### config.mk
export PLATFORM = sky130hd
export DESIGN_NAME = rom_loader
export DESIGN_NICKNAME = d
export VERILOG_FILES = /design/src/rtl/hack_loader_pkg.sv /design/src/rtl/rom_loader.sv
export SDC_FILE = /design/constraint.sdc
export NUM_CORES = 1
export LEC_CHECK = 0
export ABC_AREA = 1
export CAP_MARGIN = 0
export CORE_ASPECT_RATIO = 0.6
export CORE_MARGIN = 2
export CORE_UTILIZATION = 35
export CTS_BUF_LIST = sky130_fd_sc_hd__clkbuf_4 sky130_fd_sc_hd__clkbuf_8
export DETAILED_ROUTE_END_ITERATION = 16
export PLACE_DENSITY_LB_ADDON = 0.12
export SLEW_MARGIN = 20
export SYNTH_ARGS = -nofsm -noshare
export SYNTH_HDL_FRONTEND = slang
export SYNTH_SLANG_ARGS = --single-unit
### constraint.sdc
create_clock -name clk -period 2.9 [get_ports clk]
set_input_delay 0.29 -clock clk [delete_from_list [all_inputs] [get_ports clk]]
set_output_delay 0.29 -clock clk [all_outputs]
set_load 0.02 [all_outputs]
### src/rtl/hack_loader_pkg.sv
// hack_loader_pkg: definitions shared by the Hack boot path (loader, CPU, ROM).
//   - HACK_ROM_ADDR_WIDTH : instruction ROM address width (depth 2^W words)
//   - LOADER_SYNC_BYTE    : start-of-load marker on the byte stream
//   - loader_state_t      : rom_loader FSM states
package hack_loader_pkg;

  localparam int         HACK_ROM_ADDR_WIDTH = 15;
  localparam logic [7:0] LOADER_SYNC_BYTE    = 8'hA5;

  typedef enum logic [2:0] {
    ST_IDLE,
    ST_LEN_HI,
    ST_LEN_LO,
    ST_DATA_HI,
    ST_DATA_LO,
    ST_CHECK,
    ST_RUN,
    ST_ERROR
  } loader_state_t;

endpackage

### src/rtl/rom_loader.sv
// rom_loader: writes the Hack instruction ROM from a byte stream and holds
// the CPU in reset until a complete program has been committed.
//
// Frame: SYNC, LEN_HI, LEN_LO, N x {DATA_HI, DATA_LO}, [CHECKSUM]
//
// Build option: define ROM_LOADER_CHECKSUM_EN to require a trailing byte
// equal to the mod-256 sum of all data bytes.
//
// Ports:
//   clk, reset      clock, asynchronous active-high reset
//   rx_data/valid   received byte stream (never back-pressured)
//   rx_ready        always 1
//   rom_write       one-cycle write strobe, rom_address/rom_data valid with it
//   cpu_reset       CPU reset, low only while the loaded program runs
//   busy/done/error load in progress / program running / last load failed
module rom_loader
  import hack_loader_pkg::*;
#(
  parameter int         ADDR_WIDTH = HACK_ROM_ADDR_WIDTH,
  parameter logic [7:0] SYNC_BYTE  = LOADER_SYNC_BYTE
) (
  input  logic                  clk,
  input  logic                  reset,
  input  logic [7:0]            rx_data,
  input  logic                  rx_valid,
  output logic                  rx_ready,
  output logic                  rom_write,
  output logic [ADDR_WIDTH-1:0] rom_address,
  output logic [15:0]           rom_data,
  output logic                  cpu_reset,
  output logic                  busy,
  output logic                  done,
  output logic                  error
);

  localparam logic [31:0] MAX_WORDS = 32'd1 << ADDR_WIDTH;

  // State entered once the last data word has been accepted.
`ifdef ROM_LOADER_CHECKSUM_EN
  localparam loader_state_t END_ST = ST_CHECK;
`else
  localparam loader_state_t END_ST = ST_RUN;
`endif

  loader_state_t         r_state, w_next;
  logic [7:0]            r_len_hi;
  logic [7:0]            r_data_hi;
  logic [15:0]           r_left;     // words still to be written
  logic [ADDR_WIDTH-1:0] r_addr;
`ifdef ROM_LOADER_CHECKSUM_EN
  logic [7:0]            r_sum;
`endif

  logic                  r_rx_ready;
  logic                  r_rom_write;
  logic [ADDR_WIDTH-1:0] r_rom_address;
  logic [15:0]           r_rom_data;
  logic                  r_cpu_reset, r_busy, r_done, r_error;

  logic        w_sync;
  logic [15:0] w_len;
  logic        w_too_long;
  logic        w_wr;
  logic        w_commit;
  logic        w_frame_start;
  logic        w_run_d, w_busy_d, w_error_d;

  assign w_sync        = rx_valid && (rx_data == SYNC_BYTE);
  assign w_len         = {r_len_hi, rx_data};
  assign w_too_long    = {16'd0, w_len} > MAX_WORDS;
  assign w_wr          = rx_valid && (r_state == ST_DATA_LO);
  // Last word of the frame is being accepted this edge.
  assign w_commit      = w_wr && (r_left == 16'd1);
  assign w_frame_start = w_sync &&
                         (r_state == ST_IDLE || r_state == ST_RUN || r_state == ST_ERROR);

  // ---------------------------------------------------------------- state reg
  always_ff @(posedge clk or posedge reset) begin
    if (reset) r_state <= ST_IDLE;
    else       r_state <= w_next;
  end

  // ---------------------------------------------------------------- next state
  always_comb begin
    w_next = r_state;
    if (rx_valid) begin
      case (r_state)
        ST_IDLE, ST_RUN, ST_ERROR: if (w_sync) w_next = ST_LEN_HI;
        ST_LEN_HI:  w_next = ST_LEN_LO;
        ST_LEN_LO: begin
          if (w_len == 16'd0)  w_next = END_ST;
          else if (w_too_long) w_next = ST_ERROR;
          else                 w_next = ST_DATA_HI;
        end
        ST_DATA_HI: w_next = ST_DATA_LO;
        ST_DATA_LO: w_next = (r_left == 16'd1) ? END_ST : ST_DATA_HI;
`ifdef ROM_LOADER_CHECKSUM_EN
        ST_CHECK:   w_next = (rx_data == r_sum) ? ST_RUN : ST_ERROR;
`endif
        default:    w_next = ST_IDLE;
      endcase
    end
  end

  // ---------------------------------------------------------------- outputs
  // Decoded from the next state so they register on the same edge as the
  // state. The final-word edge is the exception: the CPU stays in reset for
  // the cycle in which that word's rom_write is still on the bus.
  always_comb begin
    w_run_d   = (w_next == ST_RUN) && !w_commit;
    w_error_d = (w_next == ST_ERROR);
    w_busy_d  = w_commit;
    case (w_next)
      ST_LEN_HI, ST_LEN_LO, ST_DATA_HI, ST_DATA_LO, ST_CHECK: w_busy_d = 1'b1;
      default: ;
    endcase
  end

  always_ff @(posedge clk or posedge reset) begin
    if (reset) begin
      r_rx_ready    <= 1'b1;
      r_rom_write   <= 1'b0;
      r_rom_address <= '0;
      r_rom_data    <= '0;
      r_cpu_reset   <= 1'b1;
      r_busy        <= 1'b0;
      r_done        <= 1'b0;
      r_error       <= 1'b0;
    end else begin
      r_rx_ready  <= 1'b1;
      r_rom_write <= w_wr;
      if (w_wr) begin
        r_rom_address <= r_addr;
        r_rom_data    <= {r_data_hi, rx_data};
      end
      r_cpu_reset <= !w_run_d;
      r_busy      <= w_busy_d;
      r_done      <= w_run_d;
      r_error     <= w_error_d;
    end
  end

  // ---------------------------------------------------------------- datapath
  always_ff @(posedge clk or posedge reset) begin
    if (reset) begin
      r_len_hi  <= '0;
      r_data_hi <= '0;
      r_left    <= '0;
      r_addr    <= '0;
    end else if (rx_valid) begin
      case (r_state)
        ST_LEN_HI:  r_len_hi <= rx_data;
        ST_LEN_LO: begin
          r_left <= w_len;
          r_addr <= '0;
        end
        ST_DATA_HI: r_data_hi <= rx_data;
        ST_DATA_LO: begin
          r_left <= r_left - 16'd1;
          r_addr <= r_addr + 1'b1;
        end
        default: ;
      endcase
    end
  end

`ifdef ROM_LOADER_CHECKSUM_EN
  // Only bytes accepted in the data states contribute; a SYNC value inside
  // the payload is data, not a restart.
  always_ff @(posedge clk or posedge reset) begin
    if (reset)
      r_sum <= '0;
    else if (w_frame_start)
      r_sum <= '0;
    else if (rx_valid && (r_state == ST_DATA_HI || r_state == ST_DATA_LO))
      r_sum <= r_sum + rx_data;
  end
`endif

  assign rx_ready    = r_rx_ready;
  assign rom_write   = r_rom_write;
  assign rom_address = r_rom_address;
  assign rom_data    = r_rom_data;
  assign cpu_reset   = r_cpu_reset;
  assign busy        = r_busy;
  assign done        = r_done;
  assign error       = r_error;

endmodule
# Yosys cells after proc, flatten, opt, wreduce, memory -nomap -nowiden
# Index checks and enable logic that the tools add are counted.
# totals
wordCells	53
register_bits	86
# classes
muxes	9
n_reduce_logical	14
order_cmp	1
eq_ne	15
n_addsub	2
# op_table
operator	n
16-bit one-hot mux with 2 select lines	1
15-bit one-hot mux with 2 select lines	1
3-bit equality test, second input constant	7
16-bit by 1-bit equality test with 1-bit output, second input constant	1
16-bit greater-than comparator, second input constant	1
16-bit logical NOT	1
16-bit by 1-bit subtractor with 16-bit output, second input constant	1
15-bit by 1-bit adder with 15-bit output, second input constant	1
3-bit two-way mux	5
3-bit one-hot mux with 5 select lines	1
3-bit by 2-bit equality test with 1-bit output, second input constant	4
8-bit equality test, second input constant	1
3-bit by 1-bit equality test with 1-bit output, second input constant	2
2-bit AND reduction	3
5-bit OR reduction	1
1-bit logical AND	4
3-bit logical NOT	1
3-bit OR reduction	1
1-bit logical NOT	2
2-bit nonzero test	1
1-bit two-way mux	1

# Logic depth before layout (Yosys ltp)
# depth
ltp_word	8
ltp_mapped	13
mapped_depth_nobuf	13

# Worst setup path after synthesis
# No wires, ideal clock.
# synth_timing
path_type	register to register
start	register r_state[0]
end	register r_left[4]
stages_incl_launch_ff	8
setup_ns	0.128
path_buffers	1
synth_period_minus_slack_ns	1.466
slack_ns	1.434
t_arrival_ns	1.338
required_time_ns	2.772
path_cell_list	dfrtp_1 -> nor3_4 -> nor2_1 -> nor2_4 -> inv_2 -> buf_2 -> a21oi_2 -> o32ai_2
# synth_between
elab_chain_cells	3
# synth_lines
item	line	source
start, declared	rom_loader.sv:45	loader_state_t r_state, w_next;
start signal, assigned	rom_loader.sv:80	else r_state <= w_next;
3-bit equality test or 3-bit by 2-bit equality test with 1-bit output (tied branches)	rom_loader.sv:151	case (r_state)
2-bit nonzero test (no line)	--	
2-bit AND reduction (no line)	--	
end signal, assigned	rom_loader.sv:154	r_left <= w_len;
end signal, assigned	rom_loader.sv:159	r_left <= r_left - 16'd1;
end, declared	rom_loader.sv:48	logic [15:0] r_left;
# Parallel ways exist; a longest one is shown, timed or not.
# A chain may end at the register's enable or synchronous reset.

# Worst setup path in the final report
# layout_timing
start	register r_state[0]
end	register r_cpu_reset (netlist: cpu_reset)
# layout_between
elab_chain_cells	7
# layout_lines
item	line	source
3-bit equality test or 3-bit logical NOT (tied branches)	rom_loader.sv:87	case (r_state)
3-bit OR reduction	rom_loader.sv:87	
3-bit one-hot mux with 5 select lines	rom_loader.sv:87	
3-bit two-way mux	rom_loader.sv:86	if (rx_valid) begin
3-bit equality test	rom_loader.sv:110	w_run_d = (w_next == ST_RUN) && !w_commit;
1-bit logical AND *	rom_loader.sv:110	
net w_run_d	rom_loader.sv:66	logic w_run_d, w_busy_d, w_error_d;
1-bit logical NOT *	rom_loader.sv:136	r_cpu_reset <= !w_run_d;
end signal, assigned	rom_loader.sv:136	
end, declared	rom_loader.sv:58	logic r_cpu_reset, r_busy, r_done, r_error;
# Mark *: on every way through the listed nets, which the timed path passes. The rest lies on a longest branch.

==> out/results.ini <==
[logic_synthesis]
synthDistinctLibCells = 31
postSynthAreaPerCell_um2 = 7.87
synth_area_leader_cell = dfrtp_1
postSynth.topFlopCell = dfrtp_1
synthArstFlopShare_pct = 100
ys_warn_count = 0
netlist_instances = 523
synth_seq_area_share_pct = 52.3
synth_nets = 537
synth_xor_area_share_pct = 0.638
synthMuxAreaShare_pct = 0
ys_ff_latch = 86
netlist.area_leader.share_pct = 51.7
synthSimpleGateAreaFrac_pct = 25.3
synthAdderAreaFrac_pct = 0.912
synth_top_family_by_area = simple AND/OR/NAND/NOR gates
synthTopCellsByArea = dfrtp_1 52%, nand2_1 13%, o21ai_0 8.0%
synth_edf_count = 0
synth-compound-area-share_pct = 13.3
syn-cell-area_um2 = 4120

[sta]
period_share_pct = 75.1
max-slew-margin-rel_pct = 49.7
tns_ns = 0
fmax_ghz = 0.459
fin_ws_ns = 0.723
timing.final.crit_period_ns = 2.18
skew_ns = 0.00992
worst_pin_slew_ns = 0.754
drv_slew = 0
finalSetupViolCount = 0
report.final.hold_viol_count = 0
rsz0062_at_grt = false

[setup_path]
critPathRequiredTime_ns = 3.20
cp_top_family = simple AND/OR/NAND/NOR gates
crit_cells = 9
critPathLaunchType = flop
reg2regPathDepth = 9
cp.buffers_inverters = 3
r2r_slack_ns = 0.72
endpoint = cpu_reset$_DFF_PP1_
end_kind = flop
cp_max_fo = 27
critical_path.most_common_cell = nor2_1
r2r-start = r_state[0]$_DFF_PP0_
worstSetupPathType = flop to flop
startpoint = r_state[0]$_DFF_PP0_
cpMaxStageDelayCell = dfrtp_1
path_cells = nor3_4 > buf_4 > inv_2 > nor2_1 > nor2_1 > nand3_1 > nand3_1 > nor2_1 > inv_1
slowest_delay_ns = 0.49
critPathArrivalTime_ns = 2.48
timing.rr.end = cpu_reset$_DFF_PP1_

[clocking]
cts.sink_count = 86
cts_buffer_depth = 2
cts_tree = built
cts-htree-levels = 3
cts-hold-fix-buffers = 0
clk_latency_ns = 0.36
cts_resized = 0
post_cts.repair.setup_buffers = 0
clk_pin_slew_ns = 0.09
cts_made_buffers = 9
cts_root_buffer = clkbuf_8

[placed_design]
preCtsSetupSlack_ns = 0.733
dp_hpwl_um = 7560
io_buffers = 46
place_congestion = 0.868

[power]
vdd_drop_max_v = 0.000334
p_per_area_nw_per_um2 = 1020
power.leakage_nw = 2.26

[floorplanning]
die-area_um2 = 12700
rows = 30
die_h_um = 88.0
ios = 48
core-area_um2 = 11400
die_w_um = 144
initial_core_util_pct = 36.2

[layout]
nFillCells = 1177
antenna_cells = 0
drive_gt1_share_pct = 6.29
layout.nets = 581
area_growth_pct = 19.8

[global_routing]
grt_start_max_net_pins = 43
grt_usage_pct = 17.6
grt_pass1_wl_um = 16800
antenna_found_initial = 0
overflow = 0
grt_pass1_vias = 3238

[drt]
wl_per_cell_um = 14.2
drtPass1Iterations = 5
viasPerCell = 4.85
drcViolationCount = 0
first_iter_violations = 272
vias = 3549
finalWirelength_um = 10400
ant_nets = 0

[hold_path]
hp-class = input port to asynchronous set/reset pin

[status]
status = finished, final reports clean

[job]
drv_cap = 0

worst min-delay path by stage:
stage	depth (start not counted)	slack (ns)	endpoint
after floorplan	2	0.44	rom_data[10]$_DFFE_PP0P_
after global placement	2	0.45	rom_data[13]$_DFFE_PP0P_
after detailed placement	2	0.46	rom_data[13]$_DFFE_PP0P_
after CTS	2	0.37	rom_address[4]$_DFFE_PP0P_
after global routing	2	0.41	r_left[6]$_DFFE_PP0P_
final	2	0.36	rom_address[4]$_DFFE_PP0P_
metrics by stage:
stage | util, % | hold slack, ns | instances | power, mW | instance area [um2]
3_3_place_gp | 41.7 | 0.452 | 716 | 4.20 | 4750
4_1_cts | 43.4 | 0.374 | 732 | 5.05 | 4930
3_5_place_dp | 41.7 | 0.462 | 716 | 4.24 | 4750
2_1_floorplan | - | 0.442 | 523 | 3.42 | 4120
6_report | 43.4 | 0.358 | 732 | 5.02 | 4930
5_1_grt | 43.4 | 0.405 | 732 | 5.42 | 4930
area by class of cell:
type | instances | area [um2] | area share (%)
Clock buffer | 10 | 138 | 2.79
Clock inverter | 6 | 46.3 | 0.939
Inverter | 58 | 219 | 4.44
Multi-Input combinational cell | 360 | 1660 | 33.6
Sequential cell | 86 | 2150 | 43.7
Tap cell | 160 | 200 | 4.06
Timing Repair Buffer | 52 | 518 | 10.5
report_power, final:
part           leakage [nW]  internal (mW)  switching, mW
combinational          1.07          0.820           1.30
clock                0.0889          0.339          0.456
sequential             1.11           1.69          0.406
cell usage after synthesis, types with 4 or more instances:
| cell type | instances |
|---|---|
| inv_1 | 54 |
| o22ai_1 | 5 |
| dfrtp_1 | 85 |
| nor2_1 | 61 |
| nand4_1 | 6 |
| nand3_1 | 27 |
| o211ai_1 | 4 |
| clkbuf_1 | 8 |
| nand2_1 | 146 |
| a21oi_1 | 10 |
| nor3_1 | 7 |
| buf_2 | 10 |
| inv_2 | 4 |
| o21ai_0 | 66 |
| o21ai_1 | 8 |
routing by layer:
layer  routed length [um]  vias up  global-route usage (%)
li1                     -     1767                       -
met1                 5620     1698                    27.3
met2                 4110       74                    23.4
met3                  541       10                    4.37
met4                  112        0                    6.51
met5                    0        -                       0
sequential cells by signal, indices dropped and copies added, names as in the netlist:
name,count
r_left,16
rom_data,16
r_addr,15
rom_address,15
r_data_hi,8
r_len_hi,8
r_state,3
busy,1
cpu_reset,1
done,1
error,1
rom_write,1
kinds of logic after synthesis:
family	after synthesis
XOR/XNOR	3
buffers and inverters	77
AO/OA/AOI/OAI	100
AND/OR/NAND/NOR	253
adder cells (fa/ha/maj)	3
flip-flops	86
other	1
cell usage in the layout (no fill, tap or decap), drive strengths merged, types with 3 or more instances in the layout:
cell type and n:
inv 58, nand3 27, dfrtp 85, nand4 6, o21ai 74, buf 6
nand2 147, o22ai 5, nor3 9, a21oi 11, ha 3, clkdlybuf4s50 46
clkinv 4, clkbuf 10, nor2 64, o211ai 4, xor2 3
(Power assumes the default switching activity.)
